File: src/rtl/prio_encoder_pipe.sv
// Two-stage pipelined priority encoder with valid/ready flow control,
// per-word LSB/MSB priority, zero/multi-hot flags and a saturating error counter.
module prio_encoder_pipe #(
  parameter int DIN_W   = 32,
  parameter int GROUP_W = 8,
  parameter int CNT_W   = 16
) (
  input  logic                     clk,
  input  logic                     rst,
  input  logic                     in_valid,
  output logic                     in_ready,
  input  logic [DIN_W-1:0]         din,
  input  logic                     mode_msb,
  output logic                     out_valid,
  input  logic                     out_ready,
  output logic [$clog2(DIN_W)-1:0] dout,
  output logic                     dout_hit,
  output logic                     dout_multi,
  input  logic                     err_clr,
  output logic [CNT_W-1:0]         err_cnt
);

  localparam int DOUT_W = $clog2(DIN_W);
  localparam int NGRP   = DIN_W / GROUP_W;
  localparam int LGW    = $clog2(GROUP_W);
  localparam int LW     = (GROUP_W > 1) ? LGW : 1;

  logic s1_valid, s2_valid;
  logic s1_adv, s2_adv;

  logic [NGRP-1:0]         g_hit, g_multi;
  logic [NGRP-1:0][LW-1:0] g_idx;

  logic [NGRP-1:0]         s1_ghit, s1_gmulti;
  logic [NGRP-1:0][LW-1:0] s1_gidx;
  logic                    s1_msb;

  logic [DOUT_W-1:0] win_g;
  logic              nxt_hit, nxt_multi;
  logic [DOUT_W-1:0] nxt_dout;

  assign s2_adv    = ~s2_valid | out_ready;
  assign s1_adv    = ~s1_valid | s2_adv;
  assign in_ready  = s1_adv;
  assign out_valid = s2_valid;

  // Stage 1: per-group scan; the first set bit seen in LSB mode is kept,
  // in MSB mode every later set bit overwrites the index.
  always_comb begin
    g_hit   = '0;
    g_multi = '0;
    g_idx   = '0;
    for (int unsigned g = 0; g < NGRP; g++) begin
      for (int unsigned i = 0; i < GROUP_W; i++) begin
        if (din[g*GROUP_W + i]) begin
          if (g_hit[g]) g_multi[g] = 1'b1;
          if (!g_hit[g] || mode_msb) g_idx[g] = LW'(i);
          g_hit[g] = 1'b1;
        end
      end
    end
  end

  always_ff @(posedge clk or posedge rst) begin
    if (rst) begin
      s1_valid  <= 1'b0;
      s1_ghit   <= '0;
      s1_gmulti <= '0;
      s1_gidx   <= '0;
      s1_msb    <= 1'b0;
    end else if (s1_adv) begin
      s1_valid <= in_valid;
      if (in_valid) begin
        s1_ghit   <= g_hit;
        s1_gmulti <= g_multi;
        s1_gidx   <= g_idx;
        s1_msb    <= mode_msb;
      end
    end
  end

  // Stage 2: same priority scan across groups.
  always_comb begin
    win_g     = '0;
    nxt_hit   = 1'b0;
    nxt_multi = |s1_gmulti;
    for (int unsigned g = 0; g < NGRP; g++) begin
      if (s1_ghit[g]) begin
        if (nxt_hit) nxt_multi = 1'b1;
        if (!nxt_hit || s1_msb) win_g = DOUT_W'(g);
        nxt_hit = 1'b1;
      end
    end
    nxt_dout = (win_g << LGW) | DOUT_W'(s1_gidx[win_g]);
  end

  always_ff @(posedge clk or posedge rst) begin
    if (rst) begin
      s2_valid   <= 1'b0;
      dout       <= '0;
      dout_hit   <= 1'b0;
      dout_multi <= 1'b0;
    end else if (s2_adv) begin
      s2_valid <= s1_valid;
      if (s1_valid) begin
        dout       <= nxt_dout;
        dout_hit   <= nxt_hit;
        dout_multi <= nxt_multi;
      end
    end
  end

  always_ff @(posedge clk or posedge rst) begin
    if (rst) begin
      err_cnt <= '0;
    end else if (err_clr) begin
      err_cnt <= '0;
    end else if (s2_valid && out_ready && (!dout_hit || dout_multi) && (err_cnt != '1)) begin
      err_cnt <= err_cnt + 1'b1;
    end
  end

endmodule

File: config.mk
export PLATFORM = sky130hd
export DESIGN_NAME = prio_encoder_pipe
export DESIGN_NICKNAME = d
export VERILOG_FILES = /design/src/rtl/prio_encoder_pipe.sv
export SDC_FILE = /design/constraint.sdc
export NUM_CORES = 1
export LEC_CHECK = 0
export ABC_AREA = 1
export BUFFER_PORTS_ARGS = -buffer_cell sky130_fd_sc_hd__buf_4
export CORE_MARGIN = 3
export CORE_UTILIZATION = 45
export CTS_CLUSTER_DIAMETER = 60
export DETAILED_ROUTE_END_ITERATION = 7
export HOLD_SLACK_MARGIN = 0.02
export PLACE_DENSITY = 0.77
export SETUP_SLACK_MARGIN = 0.2
export SLEW_MARGIN = 20
export SYNTH_ARGS = -nofsm -noshare
export SYNTH_HDL_FRONTEND = slang
export SYNTH_SLANG_ARGS = --single-unit
File: constraint.sdc
create_clock -name clk -period 2.7 [get_ports clk]
set_input_delay 0.27 -clock clk [delete_from_list [all_inputs] [get_ports clk]]
set_output_delay 0.27 -clock clk [all_outputs]
set_load 0.02 [all_outputs]
==> metrics.cfg, run 1 <==
[cells_and_area]
nNetsFinal=577
diodes=0
areaGrowthSynthToFinish_pct=19.2
mostFrequentLayoutCells=nand2_1 (162), buf_4 (62), nor2_1 (53), inv_1 (52), dfrtp_1 (46)
final_cells=616
fillers=638
drive_gt1_share_pct=16.1
final_common_cell=nand2_1

[clock_network]
clkLatencyLatePin_ps=300
cts_root_buf=clkbuf_8
cts_tree=yes
cts-buffers-inserted=5
clk_pin_slew_ps=90
cts_setup_buffers=0
cts-resized-gates=0
clockBufferDepth=2
ctsHoldBuffers=0
htreeDepth=2
clock_sinks=46

[worst_setup_path]
reg2reg_depth=9
timing.rr.start=err_cnt[0]
critPathCaptureType=flop
crit_chain=ha_1 > nand2_2 > nor2_4 > nand2_2 > inv_2 > a21oi_2 > nor2_4 > nand2_1 > nand2_1
rrSetupSlack_ps=820
cp_slowest_cell=a21oi_2
crit_type=reg2reg
max_stage_delay_ps=460
critPathRequiredTime_ps=2900
regToRegEndpoint=err_cnt[11]
worstSetupStartpointType=flop
critPathMaxFanout=12
arrival_ps=2080

[synthesis]
synthFlopType=dfrtp_1
synth_cell_type_count=35
syn_area_mm2=0.00313
ys_ff_latch=46
yosysWarnings=0
syn_avg_cell_area_um2=6.53
synth_seq_area_share_pct=36.8
synth_cells=479
async_reset_ff_share_pct=100
syn_nets=518
synth_edf_count=0

[drt]
vias=3212
drt_pass1_iterations=4
drc_errors=0
routed_wirelength_um=7590
wl_per_cell_um=12.3
ant_nets=0
vias_per_cell=5.21
drt_iter0_markers=135

[floorplan]
fp.dieW_um=89.3
core_area_mm2=0.00653
start_util_pct=47.9
die_h_um=89.3
fp-row-count=29
io_pins=63
die-area_mm2=0.00798

[placed_design]
dp_hpwl_um=5870
post-place-ws_ps=856
gp_congestion=0.915
place_inst=608
portBuffers=62

[timing]
min_period_ps=1880
setup_slack_ps=819
fmax_mhz=532
grt_setup_unrepaired=no
tightest_slew_ps=925
hold_viol_final=0
slew_headroom_pct=38.2
slew_violations=0
fin_setup_tns_ps=0
setup_viol=0
clock_skew_ps=6.85
period_share_pct=69.7

[global_route]
antenna_found_initial=0
grt_pass1_vias=2850
grt_start_max_net_pins=47
grt_pass1_wl_um=12500
track_usage_pct=19.6
grt-ovfl-total=0

[power_and_ir_drop]
vdd_drop_max_v=0.000216
p_leak_nw=1.93
p_per_area_mw_per_mm2=485

[job]
drv_cap=0

[min_path]
min_path_type=in2async

[outcome]
status=completed

[cell type report]
type                    instances  area (µm²)  share of cell area, %
inverters                      56         210                   5.64
well taps                      77        96.3                   2.59
repair buffers                 62         465                   12.5
clock buffers                   6        82.6                   2.22
multi-input cells             367        1710                   45.8
clock inverters                 2        12.5                  0.336
flip-flops and latches         46        1150                   30.9
[per-stage QoR]
stage          instance area, µm²  utilization, %  hold slack (ps)  power (mW)
2_1_floorplan                3130               -              410        1.17
3_3_place_gp                 3630            55.6              502        1.37
3_5_place_dp                 3630            55.6              511        1.38
4_1_cts                      3730            57.0              220        1.82
5_1_grt                      3730            57.0              221        1.93
6_report                     3730            57.0              180        1.81
[registers in the layout, summed over array words and instances, names as in the netlist]
name	cells
s1_msb	1
s1_gidx	12
dout_multi	1
dout	5
out_valid	1
dout_hit	1
s1_valid	1
err_cnt	16
s1_ghit	4
s1_gmulti	4
[cell usage after synthesis, types with 3 or more instances]
cell type  count  area [µm²]
nand2_1      162         608
inv_1         53         199
nor2_1        53         199
dfrtp_1       46        1150
nand3_1       44         220
o21ai_0       30         150
a21oi_1       20         100
nand4_1       10        62.6
xor2_1         8        70.1
buf_2          6        30.0
nor3_1         4        20.0
o21ai_1        4        20.0
a21boi_0       3        22.5
inv_2          3        11.3
nand2_2        3        18.8
nor2_4         3        33.8
o211ai_1       3        22.5
[report_power, final]
group	total [mW]	switching [mW]	internal (mW)	leakage, nW
registers	0.828	0.0526	0.776	0.550
clock network	0.441	0.235	0.206	0.0472
logic	0.539	0.338	0.201	1.33
[worst max-delay path, delay by kind of cell, from the launching register on]
kind	cells	cell delay, ps
DFF	1	420
buffers and inverters	1	40
AOI/OAI and AO/OA	1	460
and+or+nand+nor	6	570
adders and majority gates	1	270
[cells by family after synthesis]
family	Yosys count	synth area share (%)
and+or+nand+nor	288	39.3
AOI/OAI and AO/OA	69	12.4
buffers and inverters	66	8.53
xor gates and xnor gates	9	2.52
DFF	46	36.8
adders and majority gates	1	0.400
[worst max path at each step]
stage / end / slack, ps / from / cells after the start
floorplan: err_cnt[10] / 1100 / err_cnt[0] / 10
global placement: err_cnt[15] / 910 / err_cnt[0] / 9
detailed placement: err_cnt[11] / 860 / err_cnt[0] / 9
CTS: err_cnt[11] / 840 / err_cnt[0] / 9
global route: s1_gidx[7] / 680 / out_valid / 8
finish: err_cnt[11] / 820 / err_cnt[0] / 9
[metal layers]
layer / global-route usage [%] / wire (µm) / vias to the layer above
met1: 27.0 / 3690 / 1450
met3: 3.41 / 392 / 7
met4: 5.82 / 75 / 0
met5: 0 / 0 / -
li1: - / - / 1664
met2: 31.5 / 3430 / 91
(Power assumes the default switching activity.)
==> run 2: changes to the inputs <==
- clock period: 2.7 -> 1.8 ns (I/O delays scaled with it)
==> run 2 against run 1 <==
Compared with the run above:
- critical path depth did not move
- maximum frequency rose by 21%
- total power rose by 50%
- utilization rose by 2.0 points
- non-clock buffer count rose by 13
- largest cell class unchanged
- largest power group unchanged
==> metrics.cfg, run 2 (same netlist as run 1, synthesis figures left out) <==
[placed_design]
dp_hpwl_um=6130  ; was 5870 µm
gp_congestion=0.907  ; was 0.915
dpl_cell_area_mm2=0.00369  ; was 0.00363 mm²
portBuffers=62  ; unchanged

[drt]
drt_iter0_markers=159  ; was 135
wl_per_cell_um=12.9  ; was 12.3 µm
vias_per_cell=5.21  ; about the same
drc_errors=0  ; unchanged
wl_met3_um=550  ; was 392 µm
routed_wirelength_um=8100  ; was 7590 µm
drt_pass1_iterations=5  ; was 4
wl_met1_um=3750  ; was 3690 µm
wl_met2_um=3690  ; was 3430 µm
ant_nets=0  ; unchanged
vias=3280  ; was 3212
highest_layer=met4  ; unchanged

[cells_and_area]
fin_area_mm2=0.00386  ; was 0.00373 mm²
nNetsFinal=591  ; was 577
largest_reg_flops=16  ; unchanged
diodes=0  ; unchanged
top_register=err_cnt  ; unchanged
top_regs=err_cnt (16), s1_gidx (12), dout (5)  ; unchanged
final_common_cell=nand2_1  ; unchanged
areaGrowthSynthToFinish_pct=23.4  ; was 19.2%
fillers=613  ; was 638
mostFrequentLayoutCells=nand2_1 (162), buf_4 (72), inv_1 (52), nor2_1 (52), dfrtp_1 (46)  ; was nand2_1 (162), buf_4 (62), nor2_1 (53), inv_1 (52), dfrtp_1 (46)
drive_gt1_share_pct=17.9  ; was 16.1%

[worst_setup_path]
critical_path_cell_count=9  ; unchanged
critPathCaptureType=flop  ; unchanged
rrSetupSlack_ps=250  ; was 820 ps
critPathBufInv=2  ; was 1
critPathMaxFanout=6  ; was 12
critPathRequiredTime_ps=2040  ; was 2900 ps
timing.rr.start=err_cnt[0]  ; unchanged
max_stage_delay_ps=430  ; was 460 ps
crit_chain=ha_4 > nand2_2 > nor2_4 > nand2_2 > inv_2 > a21oi_4 > buf_6 > nand3_1 > o21ai_1  ; was ha_1 > nand2_2 > nor2_4 > nand2_2 > inv_2 > a21oi_2 > nor2_4 > nand2_1 > nand2_1
reg2reg_depth=9  ; unchanged
cp_slowest_cell=dfrtp_1  ; was a21oi_2
crit_start=err_cnt[0]  ; unchanged
worstSetupStartpointType=flop  ; unchanged
crit_top_cell=nand2_2
arrival_ps=1790  ; was 2080 ps
crit_type=reg2reg  ; unchanged
crit_family=flip-flops  ; was simple AND/OR/NAND/NOR gates

[min_path]
min_path_type=in2reg  ; was in2async
holdPathStages=3
hold_start=din[15]

[timing]
fin_setup_tns_ps=0  ; unchanged
min_period_ps=1550  ; was 1880 ps
setup_viol=0  ; unchanged
grt_setup_unrepaired=yes  ; was no
hold_viol_final=0  ; unchanged
clock_skew_ps=8.77  ; was 6.85 ps
fmax_mhz=645  ; was 532 MHz
tightest_slew_ps=481  ; was 925 ps
slew_headroom_pct=67.9  ; was 38.2%
slew_violations=0  ; unchanged
period_share_pct=86.1  ; was 69.7%

[clock_network]
cts_root_buf=clkbuf_8  ; unchanged
clockBufferDepth=2  ; unchanged
cts_tree=yes  ; unchanged
cts-buffers-inserted=5  ; unchanged
clk_pin_slew_ps=80  ; was 90 ps
clkLatencyLatePin_ps=300  ; about the same
htreeDepth=2  ; unchanged
clock_sinks=46  ; unchanged

[power_and_ir_drop]
vdd_drop_max_v=0.000293  ; was 0.000216 V
p_leak_nw=1.99  ; was 1.93 nW
total_power_mw=2.72  ; was 1.81 mW
pwr-share-seq_pct=45.8  ; about the same
p_per_area_mw_per_mm2=706  ; was 485 mW/mm²
intPower_mw=1.77  ; was 1.18 mW
comb_power_share_pct=31.8  ; was 29.8%
power.share.clock_pct=22.4  ; was 24.4%
swShare_pct=34.9  ; was 34.6%
p_switching_uw=949  ; was 626 µW

[outcome]
status=completed  ; unchanged

[job]
drv_cap=0  ; unchanged

[global_route]
grt_pass1_vias=2928  ; was 2850
grt_start_max_net_pins=28  ; was 47
grt-ovfl-total=0  ; unchanged
grt_pass1_wl_um=13200  ; was 12500 µm
antenna_found_initial=0  ; unchanged
track_usage_pct=20.9  ; was 19.6%

[floorplan]
die_h_um=89.3  ; unchanged
fp-row-count=29  ; unchanged
core_area_mm2=0.00653  ; unchanged
io_pins=63  ; unchanged
start_util_pct=47.9  ; unchanged
fp.dieW_um=89.3  ; unchanged
die-area_mm2=0.00798  ; unchanged

-- run 2: path summary, 6_finish.rpt --
path / end
worst max-delay path: err_cnt[2]
worst min-delay path: s1_gmulti[1]
worst max register to register: err_cnt[2]
worst min register to register: dout[4]
max in group asynchronous: s1_gidx[1]
min in group asynchronous: dout_hit
-- run 2: final cells by class --
class	instances	area, µm²	share of cell area, %
repair buffers	75	573	14.9
well taps	77	96.3	2.50
clock buffers	7	76.3	1.98
multi-input cells	368	1750	45.3
flip-flops and latches	46	1150	29.9
inverters	56	213	5.52
-- run 2: routing by layer --
| layer | up-vias | GRT usage, % |
|---|---|---|
| met5 | - | 0 |
| met4 | 0 | 5.55 |
| met3 | 10 | 3.23 |
| met2 | 125 | 33.8 |
| met1 | 1461 | 29.3 |
| li1 | 1684 | - |
-- run 2: power groups by stage --
stage	logic (mW)	registers [mW]	clock network [mW]
after CTS	0.848	1.24	0.626
final	0.865	1.25	0.610
after global placement	0.816	1.26	0
after global routing	0.976	1.26	0.672
after floorplan	0.436	1.32	0
after detailed placement	0.830	1.27	0
-- run 2: repair_timing --
item                                    4_1_cts  5_1_grt
setup buffers                                 1        3
resized for setup                             2       10
hold buffers                                  1        0
cloned                                        1        0
endpoints found under the setup margin       15       28
hold endpoints to repair                     21        0
pin swaps                                     1        1
-- run 2: worst reg2reg max path, cell delays in order, from the launching register on --
cell and delay (ps):
dfrtp_1 430, ha_4 190, nand2_2 90, nor2_4 50, nand2_2 80, inv_2 50, a21oi_4 240, buf_6 170
nand3_1 80, o21ai_1 100
-- run 2: per-stage QoR --
stage	hold slack (ps)	std cells	util, %	setup WS (ps)
floorplan	320	479	-	205
global placement	230	616	56.5	255
detailed placement	237	616	56.5	185
CTS	137	626	58.2	203
global route	169	629	59.0	161
finish	149	629	59.0	250
==> run 3: changes to the inputs <==
- CORE_UTILIZATION: 45 -> 35
- PLACE_DENSITY: 0.77 -> 0.65
==> run 3 against run 2 <==
Compared with the run above:
- first-iteration DRC count down 26%
- via count up 1.2%
- global-route usage is 4.6 points lower
- register-to-register slack improved by 30 ps
- combinational power is essentially flat
- hold slack worse by 9.9 ps
- wire length shrank 0.42%
- largest cell class unchanged
- largest power group unchanged
==> metrics.cfg, run 3 (same netlist as run 1, synthesis figures left out) <==
[outcome]
status=completed  ; unchanged

[worst_setup_path]
critPathBufInv=2  ; unchanged
arrival_ps=1710  ; was 1790 ps
crit_type=reg2reg  ; unchanged
reg2reg_depth=10  ; was 9
cp_slowest_cell=dfrtp_1  ; unchanged
crit_chain=ha_4 > nand2_2 > nor2_4 > nand2_2 > inv_2 > a21oi_4 > nor2_4 > buf_12 > nand2_1 > nand2_1  ; was ha_4 > nand2_2 > nor2_4 > nand2_2 > inv_2 > a21oi_4 > buf_6 > nand3_1 > o21ai_1
critPathMaxFanout=12  ; was 6
regToRegEndpoint=err_cnt[14]  ; was err_cnt[2]
crit_family=flip-flops  ; unchanged
critPathCaptureType=flop  ; unchanged
critPathRequiredTime_ps=1990  ; was 2040 ps
max_stage_delay_ps=420  ; was 430 ps
timing.rr.start=err_cnt[0]  ; unchanged
worstSetupStartpointType=flop  ; unchanged
rrSetupSlack_ps=280  ; was 250 ps

[drt]
wl_met1_um=3520  ; was 3750 µm
vias_per_cell=5.04  ; was 5.21
wl_met3_um=440  ; was 550 µm
highest_layer=met4  ; unchanged
drt_pass1_iterations=5  ; unchanged
wl_per_cell_um=12.3  ; was 12.9 µm
drt_iter0_markers=117  ; was 159
routed_wirelength_um=8070  ; was 8100 µm
wl_met2_um=3960  ; was 3690 µm
drc_errors=0  ; unchanged
ant_nets=0  ; unchanged
vias=3318  ; was 3280

[floorplan]
start_util_pct=37.1  ; was 47.9%
die_h_um=101  ; was 89.3 µm
fp-row-count=33  ; was 29
io_pins=63  ; unchanged
die-area_mm2=0.0101  ; was 0.00798 mm²
fp.dieW_um=101  ; was 89.3 µm
core_area_mm2=0.00842  ; was 0.00653 mm²

[clock_network]
clock_sinks=46  ; unchanged
cts-buffers-inserted=5  ; unchanged
clk_pin_slew_ps=90  ; was 80 ps
clkLatencyLatePin_ps=300  ; about the same
cts_root_buf=clkbuf_8  ; unchanged
clockBufferDepth=2  ; unchanged
htreeDepth=2  ; unchanged
cts_tree=yes  ; unchanged

[timing]
hold_slack_ps=139  ; was 149 ps
clock_skew_ps=8.65  ; was 8.77 ps
slew_violations=0  ; unchanged
min_period_ps=1520  ; was 1550 ps
grt_setup_unrepaired=yes  ; unchanged
tightest_slew_ps=474  ; was 481 ps
setup_slack_ps=283  ; was 250 ps
fin_setup_tns_ps=0  ; unchanged
period_share_pct=84.3  ; was 86.1%
hold_viol_final=0  ; unchanged
fmax_mhz=659  ; was 645 MHz
slew_headroom_pct=68.4  ; was 67.9%
setup_viol=0  ; unchanged

[power_and_ir_drop]
comb_power_share_pct=29.8  ; was 31.8%
p_leak_nw=2.01  ; was 1.99 nW
p_per_area_mw_per_mm2=733  ; was 706 mW/mm²
swShare_pct=33.4  ; was 34.9%
vdd_drop_max_v=0.000322  ; was 0.000293 V
p_switching_uw=966  ; was 949 µW
total_power_mw=2.89  ; was 2.72 mW
intPower_mw=1.92  ; was 1.77 mW
pwr-share-seq_pct=43.3  ; was 45.8%
power.share.clock_pct=26.9  ; was 22.4%

[cells_and_area]
final_cells=658  ; was 629
drive_gt1_share_pct=18.4  ; was 17.9%
register_area_mm2=0.00115  ; unchanged
fillers=887  ; was 613
largest_reg_flops=16  ; unchanged
utilization_pct=46.8  ; was 59.0%
top_register=err_cnt  ; unchanged
areaGrowthSynthToFinish_pct=26.2  ; was 23.4%
final_common_cell=nand2_1  ; unchanged
multi_input_area_mm2=0.00175  ; unchanged
diodes=0  ; unchanged
nNetsFinal=591  ; unchanged
top_regs=err_cnt (16), s1_gidx (12), dout (5)  ; unchanged
fin_area_mm2=0.00394  ; was 0.00386 mm²
mostFrequentLayoutCells=nand2_1 (162), buf_4 (71), inv_1 (52), nor2_1 (52), dfrtp_1 (46)  ; was nand2_1 (162), buf_4 (72), inv_1 (52), nor2_1 (52), dfrtp_1 (46)

[placed_design]
post-place-ws_ps=170  ; was 185 ps
gp_congestion=0.862  ; was 0.907
place_inst=645  ; was 616
dp_hpwl_um=6180  ; was 6130 µm
portBuffers=62  ; unchanged
dpl_cell_area_mm2=0.00375  ; was 0.00369 mm²

[global_route]
grt-ovfl-total=0  ; unchanged
grt_pass1_wl_um=13500  ; was 13200 µm
grt_pass1_vias=3072  ; was 2928
track_usage_pct=16.3  ; was 20.9%
grt_start_max_net_pins=28  ; unchanged
antenna_found_initial=0  ; unchanged

[min_path]
hold_start=din[31]  ; was din[15]
holdPathStages=3  ; unchanged
min_path_type=in2reg  ; unchanged
min_to=s1_ghit[3]  ; was s1_gmulti[1]

[job]
drv_cap=0  ; unchanged

==> run 3: power by group through the flow <==
stage / Clock, mW / Combinational, mW / Sequential, mW
3_3_place_gp: 0 / 0.822 / 1.27
3_5_place_dp: 0 / 0.830 / 1.27
6_report: 0.776 / 0.862 / 1.25
5_1_grt: 0.841 / 0.977 / 1.27
2_1_floorplan: 0 / 0.436 / 1.32
4_1_cts: 0.804 / 0.849 / 1.25
==> run 3: worst max path at each step <==
| stage | from | end | slack, ps | depth (start not counted) |
|---|---|---|---|---|
| detailed placement | err_cnt[0] | err_cnt[15] | 170 | 9 |
| global route | err_cnt[0] | err_cnt[4] | 180 | 9 |
| CTS | err_cnt[0] | err_cnt[3] | 270 | 10 |
| finish | err_cnt[0] | err_cnt[14] | 280 | 10 |
| global placement | err_cnt[0] | err_cnt[2] | 240 | 9 |
| floorplan | err_cnt[0] | err_cnt[10] | 200 | 10 |
==> run 3: metal layers <==
layer / GRT usage (%) / up-vias
li1: - / 1688
met1: 19.8 / 1524
met2: 29.4 / 93
met3: 2.56 / 13
met4: 5.28 / 0
met5: 0 / -
==> run 3: what timing repair did <==
item,4_1_cts,5_1_grt
setup buffers,2,1
hold buffers,1,0
endpoints found under the hold margin,21,0
pin swaps,0,1
gates cloned,0,1
endpoints found under the setup margin,16,18
gates resized for setup,2,5
==> run 3: worst reg2reg max path, cell delays in order, from the launching register on <==
cell,delay (ps)
dfrtp_1,420
ha_4,190
nand2_2,100
nor2_4,50
nand2_2,90
inv_2,60
a21oi_4,180
nor2_4,60
buf_12,140
nand2_1,60
nand2_1,50
==> run 3: final cells by class <==
type,count,area share (%)
flip-flops and latches,46,29.2
well taps,105,3.33
inverters,56,5.33
multi-input cells,368,44.3
clock inverters,2,0.952
clock buffers,6,1.84
repair buffers,75,15.1
